<file path="src/rtl/udp_pkt_sched.sv">
// udp_pkt_sched: launches UDP frames from the AD-sample FIFO, either when a full
// packet is buffered or after a flush timeout with partial data.
`default_nettype none

module udp_pkt_sched #(
    parameter int PKT_BYTES = 1024,
    parameter int CNT_W     = 11,
    parameter int FLUSH_CYC = 125000,
    parameter int DONE_CYC  = 65535,
    parameter int GAP_CYC   = 12
) (
    input  logic             clk,
    input  logic             rst_n,
    input  logic             enable,
    input  logic [CNT_W-1:0] fifo_rd_cnt,
    input  logic             fifo_empty,
    input  logic [7:0]       fifo_dout,
    output logic             fifo_rd_en,
    input  logic             tx_req,
    output logic [7:0]       tx_data,
    output logic             tx_start_en,
    output logic [15:0]      tx_byte_num,
    input  logic             tx_done,
    output logic             busy,
    output logic [31:0]      pkt_cnt,
    output logic             underrun,
    output logic             timeout_err
);

    localparam int FT_W = $clog2(FLUSH_CYC + 1);
    localparam int WD_W = $clog2(DONE_CYC + 1);
    localparam int PH_W = $clog2(GAP_CYC);

    localparam logic [CNT_W-1:0] PKT_C      = CNT_W'(PKT_BYTES);
    localparam logic [FT_W-1:0]  FLUSH_LAST = FT_W'(FLUSH_CYC - 1);
    localparam logic [WD_W-1:0]  DONE_C     = WD_W'(DONE_CYC);
    localparam logic [PH_W-1:0]  START_LAST = PH_W'(3);
    localparam logic [PH_W-1:0]  GAP_LAST   = PH_W'(GAP_CYC - 1);

    typedef enum logic [2:0] {
        S_IDLE      = 3'd0,
        S_ARM       = 3'd1,
        S_START     = 3'd2,
        S_WAIT_DONE = 3'd3,
        S_GAP       = 3'd4
    } state_t;

    state_t            state_q, state_d;
    logic [FT_W-1:0]   flush_q, flush_d;
    logic [WD_W-1:0]   wd_q, wd_d;
    logic [PH_W-1:0]   ph_q, ph_d;
    logic [15:0]       byte_num_q, byte_num_d;
    logic [31:0]       pkt_q, pkt_d;
    logic              underrun_q;
    logic              tmo;

    // The FIFO's one-cycle read latency lines up with the transmitter's sampling.
    assign fifo_rd_en  = tx_req & ~fifo_empty;
    assign tx_data     = fifo_dout;
    assign tx_start_en = (state_q == S_START);
    assign busy        = (state_q == S_START) || (state_q == S_WAIT_DONE) || (state_q == S_GAP);
    assign tx_byte_num = byte_num_q;
    assign pkt_cnt     = pkt_q;
    assign underrun    = underrun_q;
    assign timeout_err = tmo;

    always_ff @(posedge clk or negedge rst_n) begin
        if (!rst_n) begin
            state_q    <= S_IDLE;
            flush_q    <= '0;
            wd_q       <= '0;
            ph_q       <= '0;
            byte_num_q <= '0;
            pkt_q      <= '0;
            underrun_q <= 1'b0;
        end else begin
            state_q    <= state_d;
            flush_q    <= flush_d;
            wd_q       <= wd_d;
            ph_q       <= ph_d;
            byte_num_q <= byte_num_d;
            pkt_q      <= pkt_d;
            underrun_q <= underrun_q | (tx_req & fifo_empty);
        end
    end

    always_comb begin
        state_d    = state_q;
        flush_d    = flush_q;
        wd_d       = wd_q;
        ph_d       = ph_q;
        byte_num_d = byte_num_q;
        pkt_d      = pkt_q;
        tmo        = 1'b0;
        case (state_q)
            S_IDLE: begin
                flush_d = '0;
                if (enable) state_d = S_ARM;
            end
            S_ARM: begin
                if (!enable) begin
                    state_d = S_IDLE;
                    flush_d = '0;
                end else if (fifo_rd_cnt >= PKT_C) begin
                    byte_num_d = 16'(PKT_BYTES);
                    state_d    = S_START;
                    flush_d    = '0;
                    wd_d       = '0;
                    ph_d       = '0;
                end else if (fifo_rd_cnt != '0) begin
                    if (flush_q == FLUSH_LAST) begin
                        byte_num_d = 16'(fifo_rd_cnt);
                        state_d    = S_START;
                        flush_d    = '0;
                        wd_d       = '0;
                        ph_d       = '0;
                    end else begin
                        flush_d = flush_q + 1'b1;
                    end
                end else begin
                    flush_d = '0;
                end
            end
            S_START: begin
                // Watchdog runs from START entry, so it also ticks here.
                wd_d = wd_q + 1'b1;
                if (ph_q == START_LAST) begin
                    state_d = S_WAIT_DONE;
                    ph_d    = '0;
                end else begin
                    ph_d = ph_q + 1'b1;
                end
            end
            S_WAIT_DONE: begin
                wd_d = wd_q + 1'b1;
                if (tx_done) begin
                    pkt_d   = pkt_q + 1'b1;
                    state_d = S_GAP;
                    ph_d    = '0;
                end else if (wd_q == DONE_C) begin
                    tmo     = 1'b1;
                    state_d = S_GAP;
                    ph_d    = '0;
                end
            end
            S_GAP: begin
                if (ph_q == GAP_LAST) begin
                    state_d = enable ? S_ARM : S_IDLE;
                end else begin
                    ph_d = ph_q + 1'b1;
                end
            end
            default: state_d = S_IDLE;
        endcase
    end

endmodule

`default_nettype wire

</file>
<file path="config.mk">
export PLATFORM = sky130hd
export DESIGN_NAME = udp_pkt_sched
export DESIGN_NICKNAME = d
export VERILOG_FILES = /design/src/rtl/udp_pkt_sched.sv
export SDC_FILE = /design/constraint.sdc
export NUM_CORES = 1
export LEC_CHECK = 0
export CAP_MARGIN = 20
export CELL_PAD_IN_SITES_DETAIL_PLACEMENT = 0
export CELL_PAD_IN_SITES_GLOBAL_PLACEMENT = 2
export CORE_UTILIZATION = 34
export DETAILED_ROUTE_END_ITERATION = 10
export PLACE_DENSITY = 0.87
export RECOVER_POWER = 25
export REMOVE_ABC_BUFFERS = 1
export SKIP_CTS_REPAIR_TIMING = 1
export SYNTH_ARGS = -nofsm -noshare
export SYNTH_HDL_FRONTEND = slang
export SYNTH_SLANG_ARGS = --single-unit
</file>
<file path="constraint.sdc">
create_clock -name clk -period 4.7 [get_ports clk]
set_input_delay 0.705 -clock clk [delete_from_list [all_inputs] [get_ports clk]]
set_output_delay 0.705 -clock clk [all_outputs]
set_load 0.05 [all_outputs]
</file>
==> impl_metrics.ini, run 1 <==
[die]
io_pins = 86
start_util = 0.354
fp.dieW_um = 115
core_area_um2 = 12200
rows = 40
dieHeight_um = 115
die_area_um2 = 13100

[placed_design]
hpwl_um = 6590
gp_congestion = 0.747
place.port_buffers = 64
place_area_um2 = 5030

[synthesis]
ys_types = 51
synth.most_common_cell = dfrtp_1
synth_top_cells_by_count = 84 x dfrtp_1, 33 x o21ai_0, 32 x nand2_1
synth_edf_count = 0
ys_async_sr_fraction = 1.00
yosys_most_used_dff = dfrtp_1
synth.ff_latch_count = 84
yosysWarnings = 0
ys_seq_area_frac = 0.488
syn_area_um2 = 4300
synthCells = 439
yosys.area.top_type = dfrtp_1
synth_top_area_frac = 0.488
syn_avg_cell_area_um2 = 9.80
synth_top_cells_by_area = dfrtp_1 49%, xnor2_1 4.5%, xor2_1 3.9%

[timing]
min_period_over_period = 0.730
fin_crit_ns = 3.43
finalSetupTns_ns = 0
setup_viol = 0
hold_violations = 0
slew_headroom = -0.689
skew_ns = 0.00952
fmax_mhz = 292
drv_slew = 47
tightest_slew_ns = 2.53
rsz0062_at_grt = false

[finish]
nets = 522
num-fill-cells = 1194
drive_above_1_share = 0.0683
num_antenna_cells = 0
area_delta_synth_final_pct = 23.2
finish.instance_area_um2 = 5300

[pwr]
p_total_uw = 2600
power.switching_uw = 1060
sw_frac_of_total = 0.408
leakage_uw = 0.00221
ir_worst_vdd_v = 0.000367
p_comb_frac = 0.344
powerDensity_nw_per_um2 = 491
intPower_uw = 1540
seq_power_share = 0.397
clkPwrFrac = 0.258

[drt]
vias_per_cell = 5.14
drt-pass1-iter-count = 4
drt-initial-drc-count = 145
routed_wl_um = 9570
final_antenna_net_count = 0
wl_per_cell_um = 14.4
drc = 0
vias = 3423

[global_routing]
grt.total_usage = 0.160
grt_overflow = 0
grt_start_max_net_pins = 47
first_global_vias = 3399
antenna_found_initial = 0
grt_pass1_wl_um = 16400

[job]
max_cap_viol_count = 1

[clock_tree]
cts_tree = built
cts_root_buf = clkbuf_16
cts_sinks = 84
clkLatencyLatePin_ns = 0.35
cts_buffers = 9
cts_buffer_depth = 2
htree_levels = 3
clk_pin_slew_ns = 0.06

[worst_setup_path]
cp-startpoint = wd_q[0]
crit_path_max_fanout = 5
slowest_delay_ns = 0.88
start_kind = flip-flop
crit_chain = ha_1 > nand4_1 > or4_1 > nor3_1 > clkdlybuf4s50_1
critical_path_required_ns = 3.99
critical_path_class = flip-flop to output pin
r2r-start = flush_q[12]
cp-end-kind = output pin
cp.arrival_ns = 2.72
crit_slowest_cell = clkdlybuf4s50_1

[outcome]
outcome = finished, violations left
violations = capacitance limit, slew limit

[worst_hold_path]
hold_class = flip-flop to flip-flop
worstHoldStart = underrun
sequential cells by signal, indices dropped and copies added (netlist names):
| signal | flops |
|---|---|
| state_q | 3 |
| tx_byte_num | 11 |
| wd_q | 16 |
| ph_q | 4 |
| underrun | 1 |
| pkt_cnt | 32 |
| flush_q | 17 |
power groups by stage:
| stage | registers [uW] | logic (uW) | clock network, uW |
|---|---|---|---|
| floorplan | 1230 | 392 | 0 |
| global placement | 1040 | 890 | 0 |
| detailed placement | 1040 | 906 | 0 |
| CTS | 1030 | 908 | 692 |
| global route | 1060 | 976 | 726 |
| finish | 1030 | 896 | 673 |
cell usage in the layout (no fill, tap or decap), drive strengths merged, types with 3 or more instances in the layout:
cell type / instances
nor2b: 4
and3: 8
buf: 3
ha: 4
dfrtp: 84
nor4: 4
nand2b: 4
and4b: 4
o211ai: 14
nand2: 32
inv: 21
nand3: 22
or3: 7
a31oi: 3
clkinvlp: 3
clkdlybuf4s50: 61
a21oi: 12
o21ai: 35
conb: 5
or2: 5
nor2: 32
nor3: 8
a22o: 4
mux2: 4
nand4: 20
xor2: 19
or4: 4
o41ai: 11
clkbuf: 12
xnor2: 22
and4: 6
critical path: cells and delay by family, from the launching register on:
family        cells  cell delay, ns
simple gates      3            0.91
buf+inv           1            0.88
flops             1            0.40
fa+ha+maj         1            0.20
per-stage QoR:
step                      hold slack [ns]  setup slack [ns]  utilization  std cells
after detailed placement            0.456              1.59        0.414        650
after global routing                0.489             0.729        0.436        666
after floorplan                     0.409              1.67            -        414
final                               0.462              1.27        0.436        666
after global placement              0.442              1.65        0.414        650
after CTS                           0.394              1.24        0.436        666
layout make-up:
| type | count | area (um^2) | area share |
|---|---|---|---|
| Clock buffer | 10 | 229 | 0.0432 |
| Clock inverter | 6 | 48.8 | 0.00920 |
| Inverter | 19 | 71.3 | 0.0135 |
| Multi-Input combinational cell | 311 | 1980 | 0.373 |
| Sequential cell | 84 | 2100 | 0.397 |
| Tap cell | 168 | 210 | 0.0397 |
| Timing Repair Buffer | 68 | 662 | 0.125 |
metal layers:
layer	track usage	wire length, um
met5	0	0
met4	0.0727	172
met3	0.0392	540
met2	0.243	4180
met1	0.216	4680
cell families after synthesis:
group | share of synthesized area
AND/OR/NAND/NOR | 0.218
AO/OA/AOI/OAI | 0.130
other | 0.000871
buffers and inverters | 0.0555
flip-flops | 0.488
XOR/XNOR | 0.0834
multiplexers | 0.0128
adder cells (fa/ha/maj) | 0.0116
final timing paths:
kind	to	slack, ns	cells past startpoint
max	timeout_err	1.27	5
min	underrun	0.46	1
max reg2reg	flush_q[8]	2.31	6
min reg2reg	underrun	0.46	1
max in group asynchronous	wd_q[10]	1.53	2
min in group asynchronous	underrun	1.14	1
(Power assumes the default switching activity.)
==> inputs of run 2 (changes only) <==
--- a/config.mk
+++ b/config.mk
@@ -8,9 +8,9 @@
 export CAP_MARGIN = 20
 export CELL_PAD_IN_SITES_DETAIL_PLACEMENT = 0
 export CELL_PAD_IN_SITES_GLOBAL_PLACEMENT = 2
-export CORE_UTILIZATION = 34
+export CORE_UTILIZATION = 32
 export DETAILED_ROUTE_END_ITERATION = 10
-export PLACE_DENSITY = 0.87
+export PLACE_DENSITY = 0.83
 export RECOVER_POWER = 25
 export REMOVE_ABC_BUFFERS = 1
 export SKIP_CTS_REPAIR_TIMING = 1
==> constraint.sdc (replaced) <==
create_clock -name clk -period 3.5 [get_ports clk]
set_input_delay 0.525 -clock clk [delete_from_list [all_inputs] [get_ports clk]]
set_output_delay 0.525 -clock clk [all_outputs]
set_load 0.05 [all_outputs]
==> run 2 against run 1 <==
- utilization fell by 2.7 points
- power increased by 41%
- setup slack worse by 1.0 ns
- register-to-register slack worse by 1.2 ns
- die area is 6.1% higher
- largest power group unchanged
- clock power is 59% higher
- sequential power increased by 35%
- sequential share of layout area down 0.64 points
- the flow still finishes with violations (capacitance limit, slew limit)
- first-iteration DRC count increased by 23%
- global-route usage fell by 1.3 points
- via count rose by 0.73%
==> impl_metrics.ini, run 2 (synthesized netlist as in run 1, its figures left out) <==
[global_routing]
grt_pass1_wl_um = 16500
first_global_vias = 3401
grt_start_max_net_pins = 85
grt.total_usage = 0.148
antenna_found_initial = 0
grt_overflow = 0

[placed_design]
hpwl_um = 6650
gp_congestion = 0.794
place_ws_ns = 0.629
place.port_buffers = 64

[worst_hold_path]
worstHoldStart = pkt_cnt[31]
hold_class = flip-flop to flip-flop
worstHoldEndpoint = pkt_cnt[31]
min_path_cells = 1

[timing]
min_period_over_period = 0.922
hold_violations = 0
setup_viol = 0
tightest_slew_ns = 1.90
slew_headroom = -0.270
finalSetupTns_ns = 0
rsz0062_at_grt = false
skew_ns = 0.00674
drv_slew = 38
fin_crit_ns = 3.23
setup_slack_ns = 0.272
fmax_mhz = 310

[worst_setup_path]
critical_path_required_ns = 2.97
regToRegSetupSlack_ns = 1.14
cp-startpoint = wd_q[0]
critical_path_class = flip-flop to output pin
start_kind = flip-flop
crit_path_max_fanout = 5
cp-end-kind = output pin
reg2reg_to = pkt_cnt[28]
rr_worst_depth = 5
r2r-start = pkt_cnt[7]
cp.arrival_ns = 2.70

[outcome]
outcome = finished, violations left
violations = capacitance limit, slew limit

[pwr]
leakage_uw = 0.00226
powerDensity_nw_per_um2 = 683
power.switching_uw = 1390
sw_frac_of_total = 0.377
clkPwrFrac = 0.292
ir_worst_vdd_v = 0.000480
p_comb_frac = 0.332
seq_power_share = 0.377
intPower_uw = 2290

[job]
max_cap_viol_count = 1

[die]
dieHeight_um = 118
io_pins = 86
core_area_um2 = 13200
fp.dieW_um = 118
rows = 42
die_area_um2 = 13900
start_util = 0.326

[drt]
vias = 3448
routed_wl_um = 9650
drt-pass1-iter-count = 4
wl_per_cell_um = 14.3
drc = 0
final_antenna_net_count = 0
vias_per_cell = 5.10
drt-initial-drc-count = 178

[clock_tree]
cts_root_buf = clkbuf_16
cts_buffer_depth = 2
clkLatencyLatePin_ns = 0.34
clk_pin_slew_ns = 0.06
cts_tree = built
cts_buffers = 9
htree_levels = 3
cts_sinks = 84

[finish]
final_common_cell = dfrtp_1
num_antenna_cells = 0
drive_above_1_share = 0.0700
layout_common_cells = 84 x dfrtp_1, 63 x clkdlybuf4s50_1, 33 x o21ai_0, 32 x nand2_1, 30 x nor2_1
largest_reg_flops = 32
nets = 525
area_delta_synth_final_pct = 25.2
post-route-util = 0.408
num-fill-cells = 1316
-- run 2: changes by cell type in the layout (fill, tap and decap cells not counted) --
cell and delta:
buf_4 +3, bufinv_16 +3, clkinvlp_4 -3, clkdlybuf4s50_1 +2
dlygate4sd3_1 -2, inv_6 -2, clkbuf_1 +1
-- run 2: worst max-delay path, cell delays in order (launching register included) --
cell	delay, ns
dfrtp_1	0.40
ha_1	0.21
nand4_1	0.09
or4_1	0.59
nor3_1	0.20
clkdlybuf4s50_1	0.86
-- run 2: layer usage --
metal,vias to the layer above,global-route usage,part of all wire
met4,0,0.0433,0.011
met1,1668,0.186,0.47
li1,1682,-,-
met3,9,0.0547,0.056
met5,-,0,0
met2,89,0.235,0.46
-- run 2: power groups by stage --
| stage | clock network [uW] | registers, uW | logic (uW) |
|---|---|---|---|
| after floorplan | 0 | 1650 | 527 |
| after global placement | 0 | 1390 | 1220 |
| after detailed placement | 0 | 1400 | 1240 |
| after CTS | 1100 | 1390 | 1240 |
| after global routing | 1140 | 1420 | 1330 |
| final | 1070 | 1390 | 1220 |
-- run 2: cell type report --
cell class,instances,area [um^2],share of cell area
timing repair buffer,71,684,0.127
multi-input combinational,311,1980,0.367
inverter,19,71.3,0.0132
clock inverter,4,98.8,0.0183
clock buffer,11,233,0.0432
tap,176,220,0.0409
sequential,84,2100,0.390
-- run 2: worst max-delay path by stage --
stage | cells after the start | to | slack (ns)
final | 5 | timeout_err | 0.27
after CTS | 5 | timeout_err | 0.25
after detailed placement | 5 | timeout_err | 0.63
after floorplan | 4 | timeout_err | 0.65
after global placement | 5 | timeout_err | 0.66
after global routing | 2 | flush_q[9] | 0.14
-- run 2: stage by stage --
step                area (um^2)  instances  hold WS [ns]  power [uW]
floorplan                  4150        414         0.229        2170
global placement           5050        660         0.454        2610
detailed placement         5050        660         0.451        2630
CTS                        5390        675         0.423        3730
global route               5390        676         0.502        3900
finish                     5390        676         0.463        3680
